File: config.mk
export PLATFORM = sky130hd
export DESIGN_NAME = riscv_instr_prefetcher
export DESIGN_NICKNAME = d
export VERILOG_FILES = /design/src/rtl/riscv_defines.sv /design/src/rtl/riscv_fetch_fifo.sv /design/src/rtl/riscv_instr_prefetcher.sv
export SDC_FILE = /design/constraint.sdc
export NUM_CORES = 1
export LEC_CHECK = 0
export BUFFER_PORTS_ARGS = -buffer_cell sky130_fd_sc_hd__clkbuf_2
export CAP_MARGIN = 20
export CORE_MARGIN = 2
export CORE_UTILIZATION = 55
export DETAILED_ROUTE_END_ITERATION = 6
export PLACE_DENSITY = 0.82
export SYNTH_ARGS = -nofsm -noshare
export SYNTH_HDL_FRONTEND = slang
export SYNTH_HIERARCHICAL = 1
export SYNTH_SLANG_ARGS = --single-unit
File: constraint.sdc
create_clock -name clk -period 9.35 [get_ports clk]
set_input_delay 0.935 -clock clk [delete_from_list [all_inputs] [get_ports clk]]
set_output_delay 0.935 -clock clk [all_outputs]
set_load 0.005 [all_outputs]
File: src/rtl/riscv_defines.sv
// riscv_defines: shared fetch-path FSM encoding and default prefetch buffer sizes
package riscv_defines;
  typedef enum logic [1:0] {IDLE, FETCH, BRANCH_WAIT} fetch_state_e;
  localparam int PREFETCH_DEPTH = 4;
  localparam int PREFETCH_MAX_OUTSTANDING = 2;
endpackage

File: src/rtl/riscv_fetch_fifo.sv
// riscv_fetch_fifo: synchronous word FIFO; flush wins over push and pop
module riscv_fetch_fifo #(
  parameter int DEPTH = 4,
  localparam int AW = $clog2(DEPTH),
  localparam int CW = AW + 1
) (
  input  logic          clk,
  input  logic          rst_n,
  input  logic          flush,
  input  logic          push,
  input  logic          pop,
  input  logic [31:0]   wdata,
  output logic [31:0]   rdata,
  output logic [CW-1:0] count,
  output logic          full,
  output logic          empty
);
  logic [31:0] mem [DEPTH];
  logic [AW-1:0] rd_ptr, wr_ptr;
  logic do_push, do_pop;
  assign full = count == CW'(DEPTH);
  assign empty = count == '0;
  assign do_push = push & ~full;
  assign do_pop = pop & ~empty;
  assign rdata = mem[rd_ptr];
  // storage and pointers; pointers wrap naturally because DEPTH is a power of two
  always_ff @(posedge clk or negedge rst_n) begin
    if (!rst_n) begin
      rd_ptr <= '0;
      wr_ptr <= '0;
      count <= '0;
      for (int i = 0; i < DEPTH; i++) mem[i] <= '0;
    end else if (flush) begin
      rd_ptr <= '0;
      wr_ptr <= '0;
      count <= '0;
    end else begin
      if (do_push) mem[wr_ptr] <= wdata;
      wr_ptr <= wr_ptr + AW'(do_push);
      rd_ptr <= rd_ptr + AW'(do_pop);
      count <= count + CW'(do_push) - CW'(do_pop);
    end
  end
endmodule

File: src/rtl/riscv_instr_prefetcher.sv
// riscv_instr_prefetcher: instruction fetch request/response buffer; PREFETCH_BYPASS_EN adds an empty-FIFO rvalid bypass
module riscv_instr_prefetcher import riscv_defines::*; #(
  parameter int DEPTH = PREFETCH_DEPTH,
  parameter int MAX_OUTSTANDING = PREFETCH_MAX_OUTSTANDING
) (
  input  logic        clk,
  input  logic        rst_n,
  input  logic        req_i,
  input  logic        branch_i,
  input  logic [31:0] branch_addr_i,
  output logic        fetch_valid_o,
  output logic [31:0] fetch_rdata_o,
  input  logic        fetch_ready_i,
  input  logic        hold_i,
  output logic        instr_req_o,
  output logic [31:0] instr_addr_o,
  input  logic        instr_gnt_i,
  input  logic        instr_rvalid_i,
  input  logic [31:0] instr_rdata_i,
  output logic        busy_o
);
  localparam int CW = $clog2(DEPTH) + 1;
  localparam int OW = $clog2(MAX_OUTSTANDING + 1);
  fetch_state_e state, state_d;
  logic [31:0] fetch_addr_q, fetch_addr_d, target_q, target, head, data_sel;
  logic [OW-1:0] outstanding_q, discard_q, discard_d;
  logic [CW-1:0] count, count_eff;
  logic pend_q, to_target, accept, credit, drop, push, pop, empty, full;
  assign target = {branch_addr_i[31:2], 2'b00};
  assign to_target = branch_i & ~pend_q;
  assign count_eff = branch_i ? '0 : count;
  assign credit = (int'(count_eff) + int'(outstanding_q) < DEPTH) && (int'(outstanding_q) < MAX_OUTSTANDING);
  assign accept = instr_req_o & instr_gnt_i;
  assign drop = branch_i | (discard_q != '0);
  assign pop = fetch_valid_o & fetch_ready_i & ~hold_i & ~branch_i;
  assign busy_o = (outstanding_q != '0) || (state != IDLE);
`ifdef PREFETCH_BYPASS_EN
  logic bypass;
  assign bypass = empty & instr_rvalid_i & ~drop;
  assign push = instr_rvalid_i & ~drop & ~full & ~(bypass & pop);
  assign fetch_valid_o = ~empty | bypass;
  assign data_sel = empty ? instr_rdata_i : head;
`else
  assign push = instr_rvalid_i & ~drop & ~full;
  assign fetch_valid_o = ~empty;
  assign data_sel = head;
`endif
  assign fetch_rdata_o = fetch_valid_o ? data_sel : '0;
  riscv_fetch_fifo #(.DEPTH(DEPTH)) fifo (
    .clk(clk), .rst_n(rst_n), .flush(branch_i), .push(push), .pop(pop),
    .wdata(instr_rdata_i), .rdata(head), .count(count), .full(full), .empty(empty)
  );
  // FSM state register
  always_ff @(posedge clk or negedge rst_n) begin
    if (!rst_n) state <= IDLE;
    else state <= state_d;
  end
  // next state: a branch against an ungranted request must wait for its grant
  always_comb begin
    state_d = state;
    case (state)
      IDLE: state_d = req_i ? FETCH : IDLE;
      FETCH: state_d = (branch_i && pend_q && !instr_gnt_i) ? BRANCH_WAIT : (!req_i && !(instr_req_o && !instr_gnt_i)) ? IDLE : FETCH;
      BRANCH_WAIT: state_d = instr_gnt_i ? FETCH : BRANCH_WAIT;
      default: state_d = IDLE;
    endcase
  end
  // bus outputs: a pending ungranted request is held at its address; otherwise a branch redirects at once
  always_comb begin
    instr_req_o = pend_q | (state == FETCH && req_i && credit);
    instr_addr_o = to_target ? target : fetch_addr_q;
  end
  // next fetch address and discard count; a request granted while waiting on a branch belongs to the old stream
  always_comb begin
    fetch_addr_d = to_target ? target + {29'd0, accept, 2'b00} : branch_i ? (accept ? target : fetch_addr_q) : (state == BRANCH_WAIT && accept) ? target_q : fetch_addr_q + {29'd0, accept, 2'b00};
    discard_d = branch_i ? outstanding_q - OW'(instr_rvalid_i) + OW'(accept & ~to_target) : discard_q - OW'(instr_rvalid_i & (discard_q != '0)) + OW'(accept & (state == BRANCH_WAIT));
  end
  // address, pending, outstanding and discard bookkeeping
  always_ff @(posedge clk or negedge rst_n) begin
    if (!rst_n) begin
      fetch_addr_q <= '0;
      target_q <= '0;
      outstanding_q <= '0;
      discard_q <= '0;
      pend_q <= 1'b0;
    end else begin
      fetch_addr_q <= fetch_addr_d;
      target_q <= branch_i ? target : target_q;
      outstanding_q <= outstanding_q + OW'(accept) - OW'(instr_rvalid_i);
      discard_q <= discard_d;
      pend_q <= instr_req_o & ~instr_gnt_i;
    end
  end
endmodule
==> out/metrics.cfg, run 1 <==
[clocking]
cts_setup_buffers = 0
cts_hold_buf = 0
clock-sinks = 202
root_buffer = clkbuf_16
cts_htree_levels = 1
clk_path_buf_depth = 3
cts_tree = yes
ctsResizeCount = 0
cts-buffers-inserted = 23
clk_latency_ns = 0.51
clkTransAtPathRegs_ns = 0.06

[yosys]
yosys.area_share.simple_pct = 14.0
ys_warn_count = 6
synth_ff_type = dfrtp_1
synthXorXnorAreaFrac_pct = 3.62
ys_seq_elements = 202
synth-async-reset-ratio_pct = 100
synth_cell_types = 76
synth_largest_area_cell = dfrtp_1
netlist_top_cells_count = dfrtp_1 (202), nand2_1 (119), mux2_2 (93)
synth_cells = 962
post-synth-top-count-cell = dfrtp_1
synth_compound_area_share_pct = 6.56
synthTopCellsByArea = dfrtp_1 (45%), mux2_2 (9.2%), mux2_4 (8.6%)
synth_top_family_by_area = multiplexers
ys_seq_area_share_pct = 44.5
syn_avg_cell_area_um2 = 11.8
synthMuxAreaShare_pct = 25.1
synth_edf_count = 0
synthAdderAreaFrac_pct = 1.83
syn_area_um2 = 11400
synth_top_area_share_pct = 44.5

[pwr]
pwr-share-seq_pct = 42.5
finalPower_mw = 2.73
switching_power_mw = 0.756
powerDensity_nw_per_um2 = 211
intPower_mw = 1.97
switching_share_pct = 27.7
power_leakage_nw = 6.15
power_frac_comb_pct = 22.1
vdd_ir_drop_max_v = 0.000152
clock_power_share_pct = 35.4

[setup_path]
r2r-start = fifo/count[1]
critPathCaptureType = primary output
worstReg2RegEnd = fetch_addr_q[30]
r2r_setup_slack_ns = 5.51
worstSetupStartpoint = branch_i
r2r_cells = 13
crit_path_start_kind = input port
worstSetupPathType = input port to primary output
arrival_ns = 3.17
worstPathRequired_ns = 8.42
critPathCapture = instr_addr_o[14]
crit_fanout = 67

[floorplanning]
dieArea_um2 = 21800
core_area_um2 = 20200
dieWidth_um = 148
die_h_um = 148
start_util_pct = 56.1
num_rows = 52
io_pins = 139

[grt]
antenna_found_initial = 1
grt_max_degree = 128
grt_pass1_wl_um = 43200
grt_pass1_vias = 8252
grt_usage_pct = 24.4
grt.overflow.total = 0

[place]
hpwl_um = 16500
gp_congestion = 0.899
portBuffers = 134

[timing]
hold_violations = 0
setup_viol = 0
min_period_ns = 4.11
skew_ns = 0.0136
slew_viol_final = 0
period_share_pct = 43.9
rsz0062_at_grt = false
timing.fmax_ghz = 0.244
tns_ns = 0
maxSlewHeadroom_pct = 34.8
worstMarginPinSlew_ns = 0.978

[route]
wl_per_cell_um = 19.3
vias = 8078
drt-initial-drc-count = 544
routed_via_density = 5.96
finalWirelength_um = 26100
drc_errors = 0
dr.pass1.iters = 5
ant_nets = 0

[hold_path]
hp-class = input port to async pin

[job]
drv_cap = 0

[final_layout]
syn_to_final_growth_pct = 13.7
drive_gt1_share_pct = 37.1
final_util_pct = 63.8
nNetsFinal = 1156

[status]
status = finished clean

[placed cells by master (no fill, tap or decap), types with 15 or more instances in the layout]
cell and n:
mux2_4 65, mux4_2 32, clkbuf_2 133, nor2b_1 40
ha_1 15, nor2_1 29, a21oi_1 19, xor2_1 22
dfrtp_1 201, inv_1 16, nand3_1 22, mux2_2 93
nand2_1 119, xnor2_1 25, clkbuf_16 23, o21ai_0 39
[cell type report]
cell class / count / area (µm²)
Fill cell: 1496 / 7320
Multi-Input combinational cell: 677 / 5830
Sequential cell: 202 / 5060
Timing Repair Buffer: 147 / 797
Clock buffer: 31 / 676
Tap cell: 270 / 338
Clock inverter: 11 / 146
Inverter: 17 / 63.8
Antenna cell: 1 / 2.50
[worst min-delay path by stage]
stage                 startpoint             to  cells past startpoint
floorplan           target_q[30]   target_q[30]                      2
global placement    target_q[30]   target_q[30]                      2
detailed placement   target_q[9]    target_q[9]                      1
CTS                 target_q[15]   target_q[15]                      1
global route               rst_n   fifo/mem[37]                      1
finish                     rst_n  fifo/mem[101]                      1
[cell families after synthesis]
family	after synthesis
AO/OA/AOI/OAI	115
buffers and inverters	84
XOR/XNOR	47
adder cells (fa/ha/maj)	16
AND/OR/NAND/NOR	296
multiplexers	201
flip-flops	202
other	1
[routing by layer]
layer | routed length (µm) | track usage, %
met1 | 11200 | 34.0
met2 | 12700 | 40.0
met3 | 1660 | 3.64
met4 | 578 | 7.36
met5 | 0 | 0
[stage by stage]
stage | std cells | area (µm²) | setup slack, ns | hold WS (ns)
after floorplan | 963 | 11400 | 4.58 | 0.442
after global placement | 1312 | 12100 | 4.98 | 0.456
after detailed placement | 1312 | 12100 | 4.95 | 0.487
after CTS | 1354 | 12900 | 5.25 | 0.500
after global routing | 1356 | 12900 | 5.05 | 0.339
final | 1356 | 12900 | 5.24 | 0.338
[flip-flops by register name, indices dropped and copies added (netlist names)]
name	flops
discard_q	2
fetch_addr_q	30
fifo/count	3
fifo/mem	128
fifo/rd_ptr	2
fifo/wr_ptr	2
outstanding_q	2
pend_q	1
state	2
target_q	30
[critical path: stages]
cell,delay (ns)
clkbuf_2,0.24
buf_4,0.65
nor2b_2,0.53
buf_4,0.41
nand2_1,0.10
o21ai_0,0.10
clkbuf_2,0.15
[power groups by stage]
stage | combinational (mW) | sequential, mW | clock, mW
2_1_floorplan | 0.445 | 1.12 | 0
5_1_grt | 0.666 | 1.18 | 1.01
3_5_place_dp | 0.599 | 1.17 | 0
3_3_place_gp | 0.578 | 1.16 | 0
6_report | 0.604 | 1.16 | 0.965
4_1_cts | 0.606 | 1.15 | 0.978
Power figures use the tool's default switching activity.
==> run 2, diff against run 1 <==
clock period = 3.82 ns   (was 9.35 ns; I/O delays follow)
==> run 2 against run 1 <==
The run now ends with hold timing left. Via count shrank 0.50%. Non-clock buffer count grew 7. Clock power grew 150%. Core utilization grew 0.31 points. Sequential power grew 140%. Clock skew shrank 0.0020 ns. Final area grew 0.48%. Sequential share of layout area shrank 0.19 points. First-iteration DRC count grew 12%. Clock-buffer cell count shrank 1. Critical path depth grew 6. Register-to-register slack lost 5.2 ns. Critical endpoint is now fetch_addr_q[20].
==> out/metrics.cfg, run 2 (synthesis results as in run 1) <==
[pwr]
power_leakage_nw = 6.18
powerDensity_nw_per_um2 = 516
vdd_ir_drop_max_v = 0.000377

[clocking]
cts-buffers-inserted = 24
cts_htree_levels = 1
root_buffer = clkbuf_16
clk_path_buf_depth = 3
clock-sinks = 202
cts_hold_buf = 0
ctsResizeCount = 0
cts_setup_buffers = 0
cts_tree = yes
clk_latency_ns = 0.51
clkTransAtPathRegs_ns = 0.07

[grt]
antenna_found_initial = 0
grt_usage_pct = 24.3
grt_max_degree = 114
grt_pass1_vias = 8088
grt_pass1_wl_um = 43000
grt.overflow.total = 0

[setup_path]
crit_path_max_incr_delay_ns = 0.47
worstSetupStartpoint = fifo/count[1]
crit_path_start_kind = flop
critPathCaptureType = flop
r2r-start = fifo/count[1]
cpMostUsedCell = ha_1
worstSetupPathType = flop to flop
cp_slowest_cell = dfrtp_1
crit_chain = nor2b_1 -> ha_1 -> or4_1 -> o21bai_1 -> and2_4 -> ha_1 -> ha_1 -> nand2_1 -> nor4_2 -> nand4_1 -> xnor2_1 -> a221o_1 -> o21a_1
critPathTopFamily = simple AND/OR/NAND/NOR gates
arrival_ns = 3.90
worstPathRequired_ns = 4.21
crit_fanout = 5
path_buf_inv = 0

[route]
vias = 8038
routed_via_density = 5.89
ant_nets = 0
dr.pass1.iters = 4
wl_per_cell_um = 19.1
drt-initial-drc-count = 607
drc_errors = 0
finalWirelength_um = 26100

[floorplanning]
die_h_um = 148
num_rows = 52
start_util_pct = 56.1
io_pins = 139
dieArea_um2 = 21800
core_area_um2 = 20200
dieWidth_um = 148

[timing]
timing.fmax_ghz = 0.285
slew_viol_final = 0
rsz0062_at_grt = false
period_share_pct = 91.8
skew_ns = 0.0116
hold_violations = 7
maxSlewHeadroom_pct = 39.6
worstMarginPinSlew_ns = 0.906
setup_viol = 0
tns_ns = 0
whs_ns = -0.00239
min_period_ns = 3.51

[final_layout]
nNetsFinal = 1164
drive_gt1_share_pct = 37.6
top_register = fifo/mem
antenna_cells = 0
largest_reg_flops = 128
top_regs = fifo/mem (128), fetch_addr_q (30), target_q (30)
fin_area_um2 = 13000
layout_common_cells = dfrtp_1 (201), clkbuf_2 (133), nand2_1 (119), mux2_2 (93), mux2_4 (65)
fill_cells = 1493
syn_to_final_growth_pct = 14.3
final_common_cell = dfrtp_1

[hold_path]
hp-class = input port to async pin

[place]
hpwl_um = 17100
gp_congestion = 0.882
placed_area_um2 = 12100
portBuffers = 134

[status]
status = finished with violations
violations = hold timing

[job]
drv_cap = 0

==> run 2: metrics by stage <==
step / power, mW / util (%) / cells / hold slack (ns) / worst slack, ns
6_report: 6.70 / 64.1 / 1364 / -0.00239 / 0.312
4_1_cts: 6.74 / 64.1 / 1364 / 0.0294 / 0.322
3_3_place_gp: 4.26 / 60.0 / 1320 / 0.459 / 0.477
5_1_grt: 7.04 / 64.1 / 1364 / 0.0644 / 0.104
2_1_floorplan: 3.84 / - / 963 / 0.0864 / 0.0207
3_5_place_dp: 4.35 / 60.0 / 1320 / 0.483 / 0.373
==> run 2: layout make-up <==
class / instances / area, µm² / area share, %
Clock buffer: 30 / 664 / 5.12
Multi-Input combinational cell: 677 / 5840 / 45.0
Inverter: 17 / 63.8 / 0.492
Timing Repair Buffer: 154 / 842 / 6.49
Tap cell: 270 / 338 / 2.60
Sequential cell: 202 / 5060 / 39.0
Clock inverter: 14 / 169 / 1.30
==> run 2: power breakdown <==
part | switching, mW | total, mW | internal (mW)
registers | 0.289 | 2.82 | 2.53
logic | 0.652 | 1.51 | 0.857
clock network | 0.924 | 2.37 | 1.45
==> run 2: routing by layer <==
metal | share of wire (%) | global-route usage, % | up-vias
met5 | 0 | 0 | -
li1 | - | - | 3680
met2 | 48 | 39.4 | 275
met1 | 44 | 34.2 | 4034
met3 | 5.7 | 3.73 | 49
met4 | 2.5 | 7.55 | 0
==> run 2: worst paths after layout <==
check	endpoint	slack, ns	cells after the start
min in group clk	fifo/mem[37]	0.15	2
setup / recovery	fetch_addr_q[20]	0.31	13
setup reg to reg	fetch_addr_q[20]	0.31	13
max in group asynchronous	outstanding_q[0]	2.92	2
hold reg to reg	target_q[19]	0.50	1
hold / removal	fifo/mem[69]	-0.002	1
==> run 2: worst reg2reg max path, stage by stage, from the launching register on <==
cell and delay, ns:
dfrtp_1 0.47, nor2b_1 0.17, ha_1 0.18, or4_1 0.47
o21bai_1 0.23, and2_4 0.22, ha_1 0.20, ha_1 0.22
nand2_1 0.17, nor4_2 0.29, nand4_1 0.18, xnor2_1 0.16
a221o_1 0.34, o21a_1 0.10
==> run 3, diff against run 2 <==
CAP_MARGIN = 25   (was 20)
CORE_ASPECT_RATIO = 0.9   (was unset)
==> run 3 against run 2 <==
The run now ends clean. Cell count fell by 1.1%. Flip-flop and latch count did not move. Final area fell by 0.67%. Register-to-register slack improved by 0.02 ns. Via count fell by 0.41%. Critical path depth did not move. Sequential power barely moved. Combinational power barely moved. Clock skew rose by 0.0030 ns.
==> out/metrics.cfg, run 3 (synthesis results as in run 1) <==
[setup_path]
crit_fanout = 6
cpMostUsedCell = ha_1
arrival_ns = 3.85
worstPathRequired_ns = 4.19
worstReg2RegEnd = fetch_addr_q[30]
path_buf_inv = 0
r2r_cells = 13
crit_path_start_kind = flop
critPathTopFamily = simple AND/OR/NAND/NOR gates
path_depth = 13
worstSetupStartpoint = fifo/count[1]
r2r_setup_slack_ns = 0.33
crit_chain = nor2b_1 -> ha_1 -> or4_1 -> o21bai_1 -> and2_4 -> ha_1 -> ha_1 -> nand2_1 -> nor4_4 -> nand4_1 -> xnor2_1 -> a32oi_1 -> o221ai_1
cp_slowest_cell = dfrtp_1
r2r-start = fifo/count[1]
worstSetupPathType = flop to flop
critPathCaptureType = flop
crit_path_max_incr_delay_ns = 0.47
critPathCapture = fetch_addr_q[30]

[hold_path]
hp-class = input port to flop

[final_layout]
nNetsFinal = 1166
final_common_cell = dfrtp_1
top_regs = fifo/mem (128), fetch_addr_q (30), target_q (30)
layout_common_cells = dfrtp_1 (200), clkbuf_2 (133), nand2_1 (119), mux2_2 (93), mux2_4 (65)
drive_gt1_share_pct = 37.5
top_register = fifo/mem
largest_reg_flops = 128
instances_no_fill = 1349
antenna_cells = 0
syn_to_final_growth_pct = 13.5
fill_cells = 1524

[place]
portBuffers = 134
dp_worst_setup_slack_ns = 0.420
dpl.cell_count = 1307
gp_congestion = 0.911
hpwl_um = 17200

[timing]
whs_ns = 0.152
slew_viol_final = 0
skew_ns = 0.0146
setup_viol = 0
min_period_ns = 3.49
timing.fmax_ghz = 0.287
maxSlewHeadroom_pct = 41.0
period_share_pct = 91.3
tns_ns = 0
hold_violations = 0
worstMarginPinSlew_ns = 0.885
rsz0062_at_grt = false
fin_ws_ns = 0.334

[grt]
grt_max_degree = 80
grt_pass1_wl_um = 42600
grt_usage_pct = 24.1
grt.overflow.total = 0
grt_pass1_vias = 8056
antenna_found_initial = 0

[floorplanning]
die_h_um = 140
core_area_um2 = 20100
io_pins = 139
dieWidth_um = 155
dieArea_um2 = 21800
start_util_pct = 56.5
num_rows = 49

[route]
drt-initial-drc-count = 698
wl_per_cell_um = 19.4
routed_via_density = 5.93
dr.pass1.iters = 5
ant_nets = 0
drc_errors = 0
vias = 8005
finalWirelength_um = 26100

[pwr]
switching_power_mw = 1.82
clock_power_share_pct = 32.8
pwr-share-seq_pct = 43.8
intPower_mw = 4.63
power_leakage_nw = 6.16
powerDensity_nw_per_um2 = 500
power_frac_comb_pct = 23.4
switching_share_pct = 28.2
vdd_ir_drop_max_v = 0.000386
finalPower_mw = 6.45

[clocking]
clk_latency_ns = 0.52
cts_htree_levels = 1
cts-buffers-inserted = 23
root_buffer = clkbuf_16
clkTransAtPathRegs_ns = 0.06
clock-sinks = 202
clk_path_buf_depth = 3
ctsResizeCount = 0
cts_tree = yes

[job]
drv_cap = 0

[status]
status = finished clean

## run 3: cell count changes in the layout (fill, tap and decap cells not counted), sizes merged
cell / previous run / this run
bufinv: 3 / 0
clkbuf: 164 / 167
buf: 20 / 22
clkinvlp: 5 / 3
dlygate4sd3: 0 / 1
inv: 19 / 18
## run 3: cell type report
class                           instances  area [µm²]  share of cell area (%)
Inverter                               17        63.8                   0.495
Timing Repair Buffer                  157         867                    6.73
Tap cell                              255         319                    2.48
Sequential cell                       202        5060                    39.2
Clock inverter                          8        66.3                   0.515
Multi-Input combinational cell        677        5840                    45.3
Clock buffer                           33         673                    5.22
## run 3: how the worst min path moves through the flow
stage                      start           end  slack, ns  cells past startpoint
2_1_floorplan              rst_n  discard_q[0]       0.09                      0
3_3_place_gp               rst_n  fifo/mem[99]       0.45                      1
3_5_place_dp               rst_n  fifo/mem[99]       0.45                      1
4_1_cts        instr_rdata_i[10]  fifo/mem[74]       0.13                      2
5_1_grt        instr_rdata_i[24]  fifo/mem[88]       0.14                      2
6_report       instr_rdata_i[22]  fifo/mem[54]       0.15                      2
## run 3: timing repair
item | CTS | global route
setup buffers | 0 | 0
hold buffers | 1 | 0
hold endpoints to repair | 76 | 0
endpoints found under the setup margin | 0 | 0
## run 3: layer usage
| metal | global-route usage [%] | share of wire [%] | vias up |
|---|---|---|---|
| li1 | - | - | 3688 |
| met1 | 34.9 | 43 | 3985 |
| met2 | 38.4 | 47 | 292 |
| met3 | 3.96 | 7.1 | 40 |
| met4 | 6.18 | 2.0 | 0 |
| met5 | 0 | 0 | - |
## run 3: power groups by stage
| stage | logic (mW) | registers, mW | clock network (mW) |
|---|---|---|---|
| 2_1_floorplan | 1.09 | 2.75 | 0 |
| 3_3_place_gp | 1.45 | 2.82 | 0 |
| 3_5_place_dp | 1.50 | 2.85 | 0 |
| 4_1_cts | 1.52 | 2.82 | 2.15 |
| 5_1_grt | 1.66 | 2.87 | 2.26 |
| 6_report | 1.51 | 2.83 | 2.11 |
## run 3: through the flow
stage          utilization [%]  instance area, µm²
6_report                  64.1               12900
5_1_grt                   64.1               12900
3_5_place_dp              60.4               12100
2_1_floorplan                -               11400
4_1_cts                   64.1               12900
3_3_place_gp              60.4               12100
